File: src/rtl/scan_chain_ctrl_pkg.sv
// Shared state encoding and default sizing for the scan chain controller.
package scan_ctrl_pkg;

   localparam int unsigned DefChainLen = 8;

   typedef enum logic [2:0] {
      StIdle     = 3'd0,
      StShiftIn  = 3'd1,
      StCapture  = 3'd2,
      StShiftOut = 3'd3,
      StFin      = 3'd4
   } state_e;

endpackage

File: src/rtl/scan_chain_ctrl_if.sv
// Host-side handshake between a test-vector source and the scan chain controller.
interface scan_chain_ctrl_if #(
   parameter int unsigned CHAIN_LEN = 8
);
   logic                 START;
   logic [CHAIN_LEN-1:0] PAT;
   logic [CHAIN_LEN-1:0] EXP;
   logic                 BUSY;
   logic                 DONE;
   logic [CHAIN_LEN-1:0] RESP;
   logic                 MISMATCH;

   modport master (
      output START, PAT, EXP,
      input  BUSY, DONE, RESP, MISMATCH
   );

   modport slave (
      input  START, PAT, EXP,
      output BUSY, DONE, RESP, MISMATCH
   );
endinterface

File: src/rtl/scan_shift_cnt.sv
// Loadable down-counter shared by the shift-in and shift-out phases.
module scan_shift_cnt #(
   parameter int unsigned CNT_W = 4
) (
   input  logic             clk,
   input  logic             rst_n,
   input  logic             load,
   input  logic [CNT_W-1:0] load_val,
   input  logic             dec,
   output logic             zero
);

   logic [CNT_W-1:0] cnt_q;

   // Load takes priority; decrement saturates at zero.
   always_ff @(posedge clk) begin
      if (!rst_n) begin
         cnt_q <= '0;
      end else if (load) begin
         cnt_q <= load_val;
      end else if (dec && (cnt_q != '0)) begin
         cnt_q <= cnt_q - CNT_W'(1);
      end
   end

   assign zero = (cnt_q == '0);

endmodule

File: src/rtl/scan_chain_ctrl.sv
// Scan chain sequencer: load pattern, capture once, unload response, compare.
module scan_chain_ctrl
   import scan_ctrl_pkg::*;
#(
   parameter int unsigned CHAIN_LEN = DefChainLen,
   parameter int unsigned CNT_W     = $clog2(CHAIN_LEN + 1)
) (
   input  logic                C,
   input  logic                RN,
   scan_chain_ctrl_if.slave    host,
   input  logic                SO,
   output logic                SE,
   output logic                SI,
   output logic                CAP
);

   localparam logic [CNT_W-1:0] LastCnt = CNT_W'(CHAIN_LEN - 1);

   state_e               state_q;
   logic [CHAIN_LEN-1:0] pat_q, exp_q, resp_q;
   logic                 se_q, si_q, cap_q, busy_q, done_q, mis_q;
   logic                 cnt_load, cnt_dec, cnt_zero;
   logic [CHAIN_LEN-1:0] pat_shift, resp_shift;

   // Counter control and shift helpers; shifts are written without part-selects so N=1 works.
   always_comb begin
      cnt_load   = ((state_q == StIdle) && host.START) || (state_q == StCapture);
      cnt_dec    = (state_q == StShiftIn) || (state_q == StShiftOut);
      pat_shift  = pat_q << 1;
      resp_shift = (resp_q << 1) | CHAIN_LEN'(SO);
   end

   scan_shift_cnt #(
      .CNT_W (CNT_W)
   ) u_cnt (
      .clk      (C),
      .rst_n    (RN),
      .load     (cnt_load),
      .load_val (LastCnt),
      .dec      (cnt_dec),
      .zero     (cnt_zero)
   );

   // Sequencer with registered strobes; the pattern latch doubles as the shift-in register.
   always_ff @(posedge C) begin
      if (!RN) begin
         state_q <= StIdle;
         pat_q   <= '0;
         exp_q   <= '0;
         resp_q  <= '0;
         se_q    <= 1'b0;
         si_q    <= 1'b0;
         cap_q   <= 1'b0;
         busy_q  <= 1'b0;
         done_q  <= 1'b0;
         mis_q   <= 1'b0;
      end else begin
         unique case (state_q)
            StIdle: begin
               se_q   <= 1'b0;
               si_q   <= 1'b0;
               cap_q  <= 1'b0;
               done_q <= 1'b0;
               busy_q <= 1'b0;
               if (host.START) begin
                  pat_q   <= host.PAT;
                  exp_q   <= host.EXP;
                  se_q    <= 1'b1;
                  si_q    <= host.PAT[CHAIN_LEN-1];
                  busy_q  <= 1'b1;
                  state_q <= StShiftIn;
               end
            end
            StShiftIn: begin
               if (cnt_zero) begin
                  se_q    <= 1'b0;
                  si_q    <= 1'b0;
                  cap_q   <= 1'b1;
                  state_q <= StCapture;
               end else begin
                  pat_q <= pat_shift;
                  si_q  <= pat_shift[CHAIN_LEN-1];
               end
            end
            StCapture: begin
               cap_q   <= 1'b0;
               se_q    <= 1'b1;
               si_q    <= 1'b0;
               state_q <= StShiftOut;
            end
            StShiftOut: begin
               resp_q <= resp_shift;
               if (cnt_zero) begin
                  se_q    <= 1'b0;
                  done_q  <= 1'b1;
                  // Compare the final response so MISMATCH lines up with DONE.
                  mis_q   <= (resp_shift != exp_q);
                  state_q <= StFin;
               end
            end
            StFin: begin
               done_q  <= 1'b0;
               busy_q  <= 1'b0;
               state_q <= StIdle;
            end
            default: begin
               se_q    <= 1'b0;
               si_q    <= 1'b0;
               cap_q   <= 1'b0;
               done_q  <= 1'b0;
               busy_q  <= 1'b0;
               state_q <= StIdle;
            end
         endcase
      end
   end

   assign SE            = se_q;
   assign SI            = si_q;
   assign CAP           = cap_q;
   assign host.BUSY     = busy_q;
   assign host.DONE     = done_q;
   assign host.RESP     = resp_q;
   assign host.MISMATCH = mis_q;

endmodule

File: src/flat_wrapper.sv
// flat-port wrapper written by rule: the top's interface ports become plain ports
module scan_chain_ctrl_flat import scan_ctrl_pkg::*;
#(
   parameter int unsigned CHAIN_LEN = DefChainLen,
   parameter int unsigned CNT_W     = $clog2(CHAIN_LEN + 1)
)
  (C, RN, SO, SE, SI, CAP, host_START, host_PAT, host_EXP, host_BUSY, host_DONE, host_RESP, host_MISMATCH);
  scan_chain_ctrl_if #(.CHAIN_LEN(CHAIN_LEN)) host_i ();
  input  logic C;
  input  logic RN;
  input  logic SO;
  output logic SE;
  output logic SI;
  output logic CAP;
  input wire logic [$bits(host_i.START)-1:0] host_START;
  input wire logic [$bits(host_i.PAT)-1:0] host_PAT;
  input wire logic [$bits(host_i.EXP)-1:0] host_EXP;
  output wire logic [$bits(host_i.BUSY)-1:0] host_BUSY;
  output wire logic [$bits(host_i.DONE)-1:0] host_DONE;
  output wire logic [$bits(host_i.RESP)-1:0] host_RESP;
  output wire logic [$bits(host_i.MISMATCH)-1:0] host_MISMATCH;
  assign host_i.START = host_START;
  assign host_i.PAT = host_PAT;
  assign host_i.EXP = host_EXP;
  assign host_BUSY = host_i.BUSY;
  assign host_DONE = host_i.DONE;
  assign host_RESP = host_i.RESP;
  assign host_MISMATCH = host_i.MISMATCH;
  scan_chain_ctrl #(.CHAIN_LEN(CHAIN_LEN), .CNT_W(CNT_W)) u_core (.C(C), .RN(RN), .host(host_i), .SO(SO), .SE(SE), .SI(SI), .CAP(CAP));
endmodule
File: config.mk
export PLATFORM = sky130hd
export DESIGN_NAME = scan_chain_ctrl_flat
export DESIGN_NICKNAME = d
export VERILOG_FILES = /design/src/rtl/scan_chain_ctrl_pkg.sv /design/src/rtl/scan_chain_ctrl_if.sv /design/src/rtl/scan_shift_cnt.sv /design/src/rtl/scan_chain_ctrl.sv /design/src/flat_wrapper.sv
export SDC_FILE = /design/constraint.sdc
export NUM_CORES = 1
export LEC_CHECK = 0
export BUFFER_PORTS_ARGS = -buffer_cell sky130_fd_sc_hd__buf_4
export CAP_MARGIN = 20
export CORE_MARGIN = 2
export CORE_UTILIZATION = 50
export DETAILED_ROUTE_END_ITERATION = 6
export PLACE_DENSITY = 0.73
export SLEW_MARGIN = 20
export SYNTH_ARGS = -nofsm -noshare
export SYNTH_HDL_FRONTEND = slang
export SYNTH_HIERARCHICAL = 1
export SYNTH_SLANG_ARGS = --single-unit
File: constraint.sdc
create_clock -name C -period 2.35 [get_ports C]
set_clock_uncertainty 0.1 [all_clocks]
set_input_delay 0.3525 -clock C [delete_from_list [all_inputs] [get_ports C]]
set_output_delay 0.3525 -clock C [all_outputs]
set_load 0.02 [all_outputs]
==> results_dict.tcl, run 1 <==
set metrics [dict create \
    drv_cap 0 \
    holdCritStartpoint "host_EXP[2]" \
    min_period_over_period_pct 89.53 \
    synthCells 190 \
    reg2reg_depth 7 \
    place_ws_ns 0.2575 \
    fin_area_um2 2097 \
    drc_errors 0 \
    finalHoldViolCount 0 \
    wl_met1_um 1486 \
    antenna_found_initial 0 \
    max_slew_margin_pct 46.06 \
    cts_tree "built" \
    antenna_left 0 \
    drive_gt1_share_pct 26.99 \
    reg2reg_from "u_core/u_cnt/cnt_q[0]" \
    synthArstFlopShare_pct 0 \
    synth-main-ff-cell "dfxtp_1" \
    syn_area_um2 1745 \
    ys_top_cells_by_area "dfxtp_1 41%, mux2i_1 8.6%, a21oi_1 5.7%" \
    whs_path_depth 3 \
    finalCriticalPeriod_ns 2.104 \
    power_leakage_nw 0.9491 \
    hp-class "input pin to register" \
    worst_pin_slew_ns 0.8082 \
    core_um2 3337 \
    netlist.area_leader.share_pct 41.29 \
    clk_pin_slew_worst_paths_ns 0.11 \
    clk_path_buf_depth 2 \
    irDropWorstVdd_uv 406.0 \
    num_antenna_cells 0 \
    drt-wirelength-per-cell_um 13.19 \
    pin_count 34 \
    dr_wl_met3_um 143 \
    synthDistinctLibCells 43 \
    die_y_um 63.09 \
    status "finished clean" \
    root_buffer "clkbuf_4" \
    syn_avg_cell_area_um2 9.186 \
    drt-total-wl_um 3589 \
    post_cts_resized 0 \
    critPathArrivalTime_ns 2.20 \
    gp_congestion 0.8253 \
    regToRegEndpoint "u_core/pat_q[6]" \
    dr.first_iter.drc_count 51 \
    synth_seq_cells 36 \
    rsz0062_at_grt "false" \
    drv_slew 0 \
    ff2ff_setup_slack_ns 0.25 \
    port_buffers 33 \
    dpl-instance-area_um2 2017 \
    critPathLaunchType "register" \
    total_power_mw 1.584 \
    crit_type "register to register" \
    overflow 0 \
    min_to "u_core/exp_q[2]" \
    synth-seq-area-share_pct 41.29 \
    startpoint "u_core/u_cnt/cnt_q[0]" \
    grt_pass1_vias 1433 \
    setup_violations 0 \
    die_area_um2 3980 \
    multi_input_area_um2 925.9 \
    register_area_um2 720.7 \
    start_util_pct 52.31 \
    grt_use_total_pct 19.97 \
    top_layer_used "met4" \
    wl_met2_um 1891 \
    grt_pass1_wl_um 6334 \
    vias_per_cell 5.335 \
    final.setup.worst_slack_ns 0.2461 \
    dieWidth_um 63.09 \
    grt_start_max_net_pins 25 \
    powerDensity_nw_per_um2 755.2 \
    cts_made_buffers 5 \
    yosysWarnings 6 \
    placementRows 21 \
    fmax_mhz 475.3 \
    fill_cells 312 \
    post-cts-setup-buffer-count 0 \
    place_hpwl_um 2675 \
    clock-sinks 36 \
    synth_edf_count 0 \
    critPathRequiredTime_ns 2.45 \
    endpoint_kind "register" \
    vias 1451 \
    synth_top_cell_by_area "dfxtp_1" \
    clock_latency_ns 0.34 \
    syn_to_final_growth_pct 20.14 \
    setup_tns_ns 0 \
    drt-pass1-iter-count 4 \
    fin_nets 246 \
    cts_hold_buf 0 \
    htree_levels 2 \
    worst-path-max-fanout 9 \
]
-- cells in the final DEF, fill, tap and decap left out, drive strengths merged, types with 2 or more instances in the layout --
master,count
o21ai,4
nand4b,2
mux2i,15
and2,2
nor2,16
buf,38
clkbuf,5
xor2,9
a21o,2
nor3b,3
dfxtp,36
inv,6
nor3,2
nand3,3
a311oi,2
conb,4
clkinv,2
a211oi,7
nor4b,2
nand3b,3
nand2,21
o21a,4
a21oi,20
nor4,2
-- worst max-delay path by stage --
| stage | endpoint | slack [ns] |
|---|---|---|
| 4_1_cts | u_core/pat_q[1] | 0.24 |
| 3_3_place_gp | u_core/pat_q[6] | 0.38 |
| 2_1_floorplan | u_core/pat_q[1] | 0.33 |
| 3_5_place_dp | u_core/pat_q[6] | 0.26 |
| 6_report | u_core/pat_q[6] | 0.25 |
| 5_1_grt | u_core/pat_q[6] | 0.1 |
-- Yosys cell counts (3+ instances only) --
library cell and number:
a211oi_2 7, o21ai_0 3, dfxtp_1 36, nor3b_1 3
buf_6 3, mux2i_1 15, nand3b_1 3, inv_1 6
xor2_1 9, nor2_1 16, o21a_1 4, a21oi_1 20
buf_2 5, nand3_1 3, nand2_1 21
-- routing by layer --
metal,vias to the layer above,GRT usage [%]
met5,-,0
met3,6,5.357
met2,31,35.51
met1,686,22.47
li1,728,-
met4,0,8.056
-- where the power goes --
group	internal, mW	leakage [nW]	switching [mW]
Clock	0.222	0.0412	0.202
Sequential	0.676	0.295	0.0721
Combinational	0.195	0.613	0.217
Total	1.09	0.949	0.491
-- flip-flops by register name (all words and copies together), names as in the netlist, 3 cells and up --
name and count:
u_core/exp_q 8, u_core/host.RESP 8, u_core/pat_q 7, u_core/state_q 3
u_core/u_cnt/cnt_q 4
-- critical path, cell delays in order, from the launching register on --
cell and delay [ns]:
dfxtp_1 0.40, inv_1 0.08, ha_1 0.24, or3b_4 0.26, clkinv_2 0.12, a211oi_2 0.25, and2_1 0.37, a211oi_2 0.13
-- area by class of cell --
cell class,instances,area share (%)
Sequential cell,36,34.37
Inverter,7,1.313
Timing Repair Buffer,38,13.60
Clock buffer,5,1.790
Clock inverter,3,2.029
Multi-Input combinational cell,137,44.15
Tap cell,46,2.745
-- cells by family after synthesis --
family                     after synthesis  synth area share, %
and+or+nand+nor                         64                19.79
other                                    2               0.4303
adders and majority gates                1               0.7167
DFF                                     36                41.29
xor gates and xnor gates                 9                4.516
muxes                                   15                8.602
AOI/OAI and AO/OA                       44                18.57
buffers and inverters                   19                6.093
-- per-stage QoR --
step	utilization, %	cells	hold WS, ns
final	62.84	272	0.1507
after global routing	62.84	272	0.1451
after CTS	62.84	272	0.1436
after detailed placement	60.44	264	0.3623
after global placement	60.44	264	0.3616
after floorplan	-	192	0.3478
No activity file was read; power rests on OpenSTA's default activity.
==> run 2, diff against run 1 <==
--- a/config.mk
+++ b/config.mk
@@ -11,6 +11,7 @@
 export CORE_UTILIZATION = 50
 export DETAILED_ROUTE_END_ITERATION = 6
 export PLACE_DENSITY = 0.73
+export REMOVE_ABC_BUFFERS = 1
 export SLEW_MARGIN = 20
 export SYNTH_ARGS = -nofsm -noshare
 export SYNTH_HDL_FRONTEND = slang
==> results_dict.tcl, run 2 (synthesized netlist as in run 1, its figures left out) <==
set metrics [dict create \
    post-cts-setup-buffer-count 0 \
    place_hpwl_um 2471 \
    clock_latency_ns 0.33 \
    grt_busiest_layer "met2" \
    final.setup.worst_slack_ns 0.2938 \
    worst_pin_slew_ns 0.5877 \
    critPathArrivalTime_ns 2.16 \
    start_util_pct 52.31 \
    clk_pin_slew_worst_paths_ns 0.11 \
    multi_input_area_um2 925.9 \
    fill_cells 303 \
    antenna_left 0 \
    dieWidth_um 63.09 \
    total_power_mw 1.643 \
    power_leakage_nw 0.9641 \
    powerDensity_nw_per_um2 775.1 \
    worst-path-max-fanout 9 \
    clock-sinks 36 \
    grt_pass1_wl_um 5747 \
    finalNonFillerCells 273 \
    place_ws_ns 0.3228 \
    num_antenna_cells 0 \
    drv_cap 0 \
    overflow 0 \
    irDropWorstVdd_uv 465.7 \
    drt-pass1-iter-count 4 \
    hp-class "input pin to register" \
    setup_tns_ns 0 \
    critPathLaunchType "register" \
    die_y_um 63.09 \
    grt_use_total_pct 18.02 \
    core_um2 3337 \
    grtUsageMet3_pct 4.464 \
    fin_nets 247 \
    cts_hold_buf 0 \
    gp_congestion 0.7687 \
    setup_violations 0 \
    rsz0062_at_grt "false" \
    drv_slew 0 \
    grtUsageMet2_pct 32.71 \
    root_buffer "clkbuf_4" \
    final_common_cell "buf_4" \
    drt-total-wl_um 3435 \
    min_period_over_period_pct 87.50 \
    post_cts_resized 0 \
    finalCriticalPeriod_ns 2.056 \
    max_slew_margin_pct 60.77 \
    port_buffers 33 \
    grtUsageMet1_pct 19.86 \
    finalHoldViolCount 0 \
    pin_count 34 \
    grt_pass1_vias 1419 \
    endpoint_kind "register" \
    holdWs_ns 0.1656 \
    critPathRequiredTime_ns 2.46 \
    htree_levels 2 \
    vias_per_cell 5.355 \
    drive_gt1_share_pct 27.31 \
    crit_type "register to register" \
    cts_tree "built" \
    placementRows 21 \
    grt_start_max_net_pins 20 \
    dr.first_iter.drc_count 86 \
    status "finished clean" \
    die_area_um2 3980 \
    cts_made_buffers 5 \
    drc_errors 0 \
    fin_area_um2 2120 \
    vias 1462 \
    syn_to_final_growth_pct 21.43 \
    fmax_mhz 486.3 \
    register_area_um2 720.7 \
    antenna_found_initial 0 \
    final_cell_mix "39 x buf_4, 36 x dfxtp_1, 21 x nand2_1, 20 x a21oi_1, 16 x nor2_1" \
    dpl-instance-area_um2 2024 \
    drt-wirelength-per-cell_um 12.58 \
    clk_path_buf_depth 2 \
    utilization_pct 63.52 \
    dp_cells 265 \
]
## run 2: worst max-delay path, cell delays in order (launching register included)
cell and delay [ns]:
dfxtp_1 0.40, inv_1 0.08, ha_1 0.24, or3b_4 0.26
clkinv_2 0.13, a211oi_2 0.26, and2_1 0.35, a211oi_2 0.12
## run 2: worst paths after layout
path / slack [ns] / cells after the start / start / to
worst max-delay path: 0.29 / 7 / u_core/u_cnt/cnt_q[0] / u_core/pat_q[3]
worst min-delay path: 0.17 / 3 / host_EXP[5] / u_core/exp_q[5]
worst max register to register: 0.29 / 7 / u_core/u_cnt/cnt_q[0] / u_core/pat_q[3]
worst min register to register: 0.37 / 2 / u_core/exp_q[3] / u_core/exp_q[3]
## run 2: report_power, final
group,leakage [nW],internal (mW),switching [mW]
combinational,0.618,0.196,0.217
clock,0.0515,0.283,0.205
sequential,0.295,0.676,0.0671
total,0.964,1.15,0.488
## run 2: routing by layer
layer / share of wire, % / vias up
met5: 0 / -
met4: 1.2 / 0
met3: 5.0 / 5
met2: 49 / 32
met1: 45 / 694
li1: - / 731
## run 2: cell type report
type	instances	share of cell area (%)
well taps	46	2.715
multi-input cells	137	43.68
repair buffers	39	13.81
clock buffers	7	3.070
clock inverters	1	1.417
inverters	7	1.299
flip-flops and latches	36	34.00
